### config.mk
export PLATFORM = sky130hd
export DESIGN_NAME = vga_sync_gen
export DESIGN_NICKNAME = d
export VERILOG_FILES = /design/src/rtl/vga_sync_gen.sv
export SDC_FILE = /design/constraint.sdc
export NUM_CORES = 1
export LEC_CHECK = 0
export ABC_AREA = 1
export CORE_AREA = 2 2 77 79
export CTS_CLUSTER_DIAMETER = 40
export DETAILED_ROUTE_END_ITERATION = 8
export DIE_AREA = 0 0 79 81
export SLEW_MARGIN = 40
export SYNTH_ARGS = -nofsm -noshare
export SYNTH_HDL_FRONTEND = slang
export SYNTH_SLANG_ARGS = --single-unit
### constraint.sdc
create_clock -name clk_in -period 2.1 [get_ports clk_in]
set_clock_uncertainty 0.1 [all_clocks]
set_input_delay 0.63 -clock clk_in [delete_from_list [all_inputs] [get_ports clk_in]]
set_output_delay 0.63 -clock clk_in [all_outputs]
set_load 0.05 [all_outputs]
### src/rtl/vga_sync_gen.sv
// VGA 640x480@60 timing generator: free-running pixel/line counters decoded into sync, blanking and strobes.
// Latency: every output is a register that lines up with the hcount/vcount presented in the same cycle.
// Backpressure: pix_en=0 freezes counters, phases and levels; the line_start/frame_start strobes drop to 0.
//
// Ports:
//   clk_in      pixel clock; all state changes on its rising edge
//   reset       synchronous, active-high; loads the "last blanking pixel" state (799,524)
//   pix_en      pixel advance enable
//   hcount      current column 0..H_TOTAL-1
//   vcount      current line 0..V_TOTAL-1
//   hsync_n     active-low horizontal sync
//   vsync_n     active-low vertical sync
//   video_on    visible region
//   line_start  one-cycle strobe at hcount==0
//   frame_start one-cycle strobe at (0,0)
//   rgb         (only when VGA_TEST_PATTERN_EN is defined) 4:4:4 colour-bar pattern
//
// Optional feature macro: VGA_TEST_PATTERN_EN adds the rgb test-pattern output.

module vga_sync_gen #(
    parameter int H_ACTIVE = 640,
    parameter int H_FP     = 16,
    parameter int H_SYNC   = 96,
    parameter int H_BP     = 48,
    parameter int V_ACTIVE = 480,
    parameter int V_FP     = 10,
    parameter int V_SYNC   = 2,
    parameter int V_BP     = 33
) (
    input  logic       clk_in,
    input  logic       reset,
    input  logic       pix_en,
    output logic [9:0] hcount,
    output logic [9:0] vcount,
    output logic       hsync_n,
    output logic       vsync_n,
    output logic       video_on,
    output logic       line_start,
`ifdef VGA_TEST_PATTERN_EN
    output logic [11:0] rgb,
`endif
    output logic       frame_start
);

    localparam int H_TOTAL = H_ACTIVE + H_FP + H_SYNC + H_BP;
    localparam int V_TOTAL = V_ACTIVE + V_FP + V_SYNC + V_BP;

    // Counters are 10 bits wide; larger timings cannot be represented.
    if (H_TOTAL > 1024 || V_TOTAL > 1024) begin : g_bad_timing
        $error("vga_sync_gen: H_TOTAL/V_TOTAL must not exceed 1024");
    end
    if (H_ACTIVE < 8 || H_FP < 1 || H_SYNC < 1 || H_BP < 1 ||
        V_ACTIVE < 1 || V_FP < 1 || V_SYNC < 1 || V_BP < 1) begin : g_bad_phase
        $error("vga_sync_gen: every phase must be at least one unit long");
    end

    localparam logic [9:0] H_LAST      = 10'(H_TOTAL - 1);
    localparam logic [9:0] V_LAST      = 10'(V_TOTAL - 1);
    localparam logic [9:0] H_FP_START  = 10'(H_ACTIVE);
    localparam logic [9:0] H_SY_START  = 10'(H_ACTIVE + H_FP);
    localparam logic [9:0] H_BP_START  = 10'(H_ACTIVE + H_FP + H_SYNC);
    localparam logic [9:0] V_FP_START  = 10'(V_ACTIVE);
    localparam logic [9:0] V_SY_START  = 10'(V_ACTIVE + V_FP);
    localparam logic [9:0] V_BP_START  = 10'(V_ACTIVE + V_FP + V_SYNC);

    typedef enum logic [1:0] {H_ACTIVE_ST, H_FP_ST, H_SYNC_ST, H_BP_ST} h_state_e;
    typedef enum logic [1:0] {V_ACTIVE_ST, V_FP_ST, V_SYNC_ST, V_BP_ST} v_state_e;

    h_state_e   h_state_q, h_state_d;
    v_state_e   v_state_q, v_state_d;
    logic [9:0] hcount_q, hcount_d;
    logic [9:0] vcount_q, vcount_d;
    logic       hsync_n_q, hsync_n_d;
    logic       vsync_n_q, vsync_n_d;
    logic       video_on_q, video_on_d;
    logic       line_start_q, line_start_d;
    logic       frame_start_q, frame_start_d;
    logic       h_wrap;

    assign h_wrap = pix_en && (hcount_q == H_LAST);

    // Next counts. Every registered output is decoded from these so it lands
    // in the same cycle as the count it describes.
    always_comb begin
        hcount_d = hcount_q;
        vcount_d = vcount_q;
        if (pix_en) begin
            if (h_wrap) begin
                hcount_d = '0;
                vcount_d = (vcount_q == V_LAST) ? '0 : vcount_q + 10'd1;
            end else begin
                hcount_d = hcount_q + 10'd1;
            end
        end
    end

    // Horizontal phase: moves only when the next count crosses a boundary.
    always_comb begin
        h_state_d = h_state_q;
        if (pix_en) begin
            case (h_state_q)
                H_ACTIVE_ST: if (hcount_d == H_FP_START) h_state_d = H_FP_ST;
                H_FP_ST:     if (hcount_d == H_SY_START) h_state_d = H_SYNC_ST;
                H_SYNC_ST:   if (hcount_d == H_BP_START) h_state_d = H_BP_ST;
                H_BP_ST:     if (hcount_d == 10'd0)      h_state_d = H_ACTIVE_ST;
                default:     h_state_d = H_BP_ST;
            endcase
        end
    end

    // Vertical phase: only ever evaluated on the horizontal wrap.
    always_comb begin
        v_state_d = v_state_q;
        if (h_wrap) begin
            case (v_state_q)
                V_ACTIVE_ST: if (vcount_d == V_FP_START) v_state_d = V_FP_ST;
                V_FP_ST:     if (vcount_d == V_SY_START) v_state_d = V_SYNC_ST;
                V_SYNC_ST:   if (vcount_d == V_BP_START) v_state_d = V_BP_ST;
                V_BP_ST:     if (vcount_d == 10'd0)      v_state_d = V_ACTIVE_ST;
                default:     v_state_d = V_BP_ST;
            endcase
        end
    end

    always_comb begin
        hsync_n_d     = (h_state_d != H_SYNC_ST);
        vsync_n_d     = (v_state_d != V_SYNC_ST);
        video_on_d    = (h_state_d == H_ACTIVE_ST) && (v_state_d == V_ACTIVE_ST);
        // Strobes qualified with pix_en so a stall never stretches them.
        line_start_d  = pix_en && (hcount_d == 10'd0);
        frame_start_d = pix_en && (hcount_d == 10'd0) && (vcount_d == 10'd0);
    end

    always_ff @(posedge clk_in) begin
        if (reset) begin
            h_state_q     <= H_BP_ST;
            v_state_q     <= V_BP_ST;
            hcount_q      <= H_LAST;
            vcount_q      <= V_LAST;
            hsync_n_q     <= 1'b1;
            vsync_n_q     <= 1'b1;
            video_on_q    <= 1'b0;
            line_start_q  <= 1'b0;
            frame_start_q <= 1'b0;
        end else begin
            h_state_q     <= h_state_d;
            v_state_q     <= v_state_d;
            hcount_q      <= hcount_d;
            vcount_q      <= vcount_d;
            hsync_n_q     <= hsync_n_d;
            vsync_n_q     <= vsync_n_d;
            video_on_q    <= video_on_d;
            line_start_q  <= line_start_d;
            frame_start_q <= frame_start_d;
        end
    end

    assign hcount      = hcount_q;
    assign vcount      = vcount_q;
    assign hsync_n     = hsync_n_q;
    assign vsync_n     = vsync_n_q;
    assign video_on    = video_on_q;
    assign line_start  = line_start_q;
    assign frame_start = frame_start_q;

`ifdef VGA_TEST_PATTERN_EN
    // Eight equal-width bars across the visible line (80 px at 640).
    localparam int BAR_W = H_ACTIVE / 8;

    logic [2:0]  bar_idx;
    logic [11:0] bar_rgb;
    logic [11:0] rgb_q, rgb_d;

    always_comb begin
        bar_idx = 3'd0;
        for (int k = 1; k < 8; k++) begin
            if (hcount_d >= 10'(k * BAR_W)) bar_idx = 3'(k);
        end
    end

    always_comb begin
        case (bar_idx)
            3'd0:    bar_rgb = 12'hFFF; // white
            3'd1:    bar_rgb = 12'hFF0; // yellow
            3'd2:    bar_rgb = 12'h0FF; // cyan
            3'd3:    bar_rgb = 12'h0F0; // green
            3'd4:    bar_rgb = 12'hF0F; // magenta
            3'd5:    bar_rgb = 12'hF00; // red
            3'd6:    bar_rgb = 12'h00F; // blue
            default: bar_rgb = 12'h000; // black
        endcase
        rgb_d = video_on_d ? bar_rgb : 12'h000;
    end

    always_ff @(posedge clk_in) begin
        if (reset) rgb_q <= 12'h000;
        else       rgb_q <= rgb_d;
    end

    assign rgb = rgb_q;
`endif

endmodule

==> out/metrics.yaml <==
status:
  status: "complete, but fails checks"
  violations: "setup timing"
detailed_routing:
  dr_total_vias: 2290
  route.detailed.drc: 0
  vias_per_cell: 4.63
  first_pass_iters: 4
  wl_per_cell_microns: 11.5
  drt_iter0_markers: 67
  antenna_left: 0
  wirelength_mm: 5.70
timing:
  holdWs_ps: 519
  tns_ps: -165
  setup_violations: 4
  worst_pin_slew_ps: 504
  finalHoldViolCount: 0
  fin_crit_sh: 1.02
  fmax_ghz: 0.465
  maxSlewHeadroom: 0.663
  layout_min_cycle_time_ps: 2150
  finalWorstSetupSlack_ps: -51.6
  rsz0062_at_grt: "true"
  drv_slew: 0
final_layout:
  diodes: 0
  fillers: 554
  fin_util: 0.541
  drive_above_1_share: 0.412
  num-nets-final: 425
  syn2layout_area_growth_pct: 49.0
clock_network:
  worstSkewPairLatency_ps: 290
  cts_tree: "built"
  root_buffer: "clkbuf_8"
  clk_path_buf_depth: 2
  holdBufCountCts: 0
  path_clk_slew_ps: 60
  cts_made_buffers: 5
  cts_max_level: 2
  clock_sinks: 29
worst_hold_path:
  worstHoldPathCells: 3
  hp-class: "reg2reg"
logic_synthesis:
  yosys_warnings: 0
  synth_ff_type: "dfxtp_1"
  syn_nets: 345
  netlist_area_sq_mm: 0.00206
  yosys.area.top_type_share: 0.282
  synth_edf_count: 0
  synth_top_area_cell: "dfxtp_1"
  synthTopCellsByArea: "dfxtp_1 28%, nand2_1 22%, nand3_1 8.3%, nor2_1 7.8%, inv_1 6.9%"
  ys_seq_area_frac: 0.282
  syn_area_per_cell_sq_um: 6.08
  synth_commonest_cells: "120 x nand2_1, 43 x nor2_1, 38 x inv_1, 34 x nand3_1, 29 x dfxtp_1"
  synthCells: 339
  ys_async_sr_fraction: 0
  synth_seq_cells: 29
  yosysMostFrequentCell: "nand2_1"
  yosysUniqueCellTypes: 30
pwr:
  power_density_mw_per_mm2: 644
  vdd_drop_max_mv: 0.374
  p_total_uw: 1980
  leakagePower_uw: 0.00155
global_route:
  grt_pass1_vias: 2034
  gr-total-overflow: 0
  antenna_found_initial: 0
  gr-usage-all-layers: 0.184
  grt_first_pass_wirelength_mm: 9.29
  grt_max_degree: 15
critical_path:
  crit_required_ps: 2160
  worstPathArrival_ps: 2210
  path_max_fanout: 8
  start_kind: "flip-flop"
  reg2reg_depth: 15
  endpoint_kind: "flip-flop"
  crit_type: "reg2reg"
die:
  start_util: 0.363
  die-area_sq_mm: 0.00640
  die_y_microns: 81
  std_cell_rows: 28
  fp.dieW_microns: 79
  ioPinCount: 28
  fp.coreArea_sq_mm: 0.00568
place:
  gp_congestion: 0.918
  place_ws_ps: -746
  dpl.hpwl_mm: 4.18
  port_buffers: 27
flow_run:
  cap_violations: 0
path summary, 6_finish.rpt:
| kind | startpoint | end | slack, ps |
|---|---|---|---|
| worst max-delay path | hcount[1] | vsync_n | -50 |
| worst min-delay path | v_state_q[0] | video_on | 520 |
| worst max register to register | hcount[1] | vsync_n | -50 |
| worst min register to register | v_state_q[0] | video_on | 520 |
timing repair:
item,CTS,global route
setup endpoints to repair,9,9
setup buffers,5,2
gates resized for setup,31,19
pin swaps,25,6
layer usage:
layer | GRT usage | up-vias | share of wire
met5 | 0 | - | 0
met4 | 0.0690 | 0 | 0.017
met3 | 0.0300 | 12 | 0.036
met2 | 0.312 | 43 | 0.48
met1 | 0.237 | 1026 | 0.46
li1 | - | 1209 | -
worst max-delay path, cell delays in order (launching register included):
cell     delay, ps
dfxtp_4        360
ha_4           160
nand2_4         70
nor2_8         130
nand3_4        170
buf_12         200
nand2_1         50
nand2_1         80
inv_2           80
nand2_1        100
nor2_4         160
nand3_2        100
nand2_1         80
nand2_1         60
nand2_2         70
nand3_2         50
layout make-up:
type	instances	area [sq um]	area share
well taps	75	93.8	0.0306
repair buffers	78	647	0.211
multi-input cells	256	1430	0.466
flip-flops and latches	29	611	0.199
clock buffers	7	96.3	0.0314
inverters	49	186	0.0607
clock inverters	1	5.00	0.00163
stage by stage:
stage	instances	cell area (sq um)
floorplan	339	2110
global placement	480	2760
detailed placement	480	2760
CTS	493	3000
global route	495	3070
finish	495	3070
placed cells by master, fill, tap and decap left out, drive strengths merged, types with 2 or more instances in the layout:
master  netlist  final
buf           3     77
dfxtp        29     29
o21ai         7      7
xor2          2      2
nand4         8      8
nand3        39     39
ha            3      3
a21oi         3      3
nand2       129    129
clkbuf        2      7
inv          49     49
nor2         59     59
state kept, by name, summed over array words and instances (netlist names):
signal and flops:
line_start 1, vcount 10, frame_start 1, h_state_q 2
hcount 10, video_on 1, vsync_n 1, hsync_n 1
v_state_q 2
power breakdown:
| group | internal, uW | switching [uW] | total, uW |
|---|---|---|---|
| Sequential | 586 | 46.6 | 633 |
| Clock | 296 | 228 | 523 |
| Combinational | 331 | 489 | 820 |
| Total | 1210 | 763 | 1980 |
logic make-up after synthesis:
group / share of synthesized area
simple gates: 0.554
buf+inv: 0.103
flops: 0.282
compound gates: 0.0298
xor+xnor: 0.0128
fa+ha+maj: 0.0182
(Power assumes the default switching activity.)
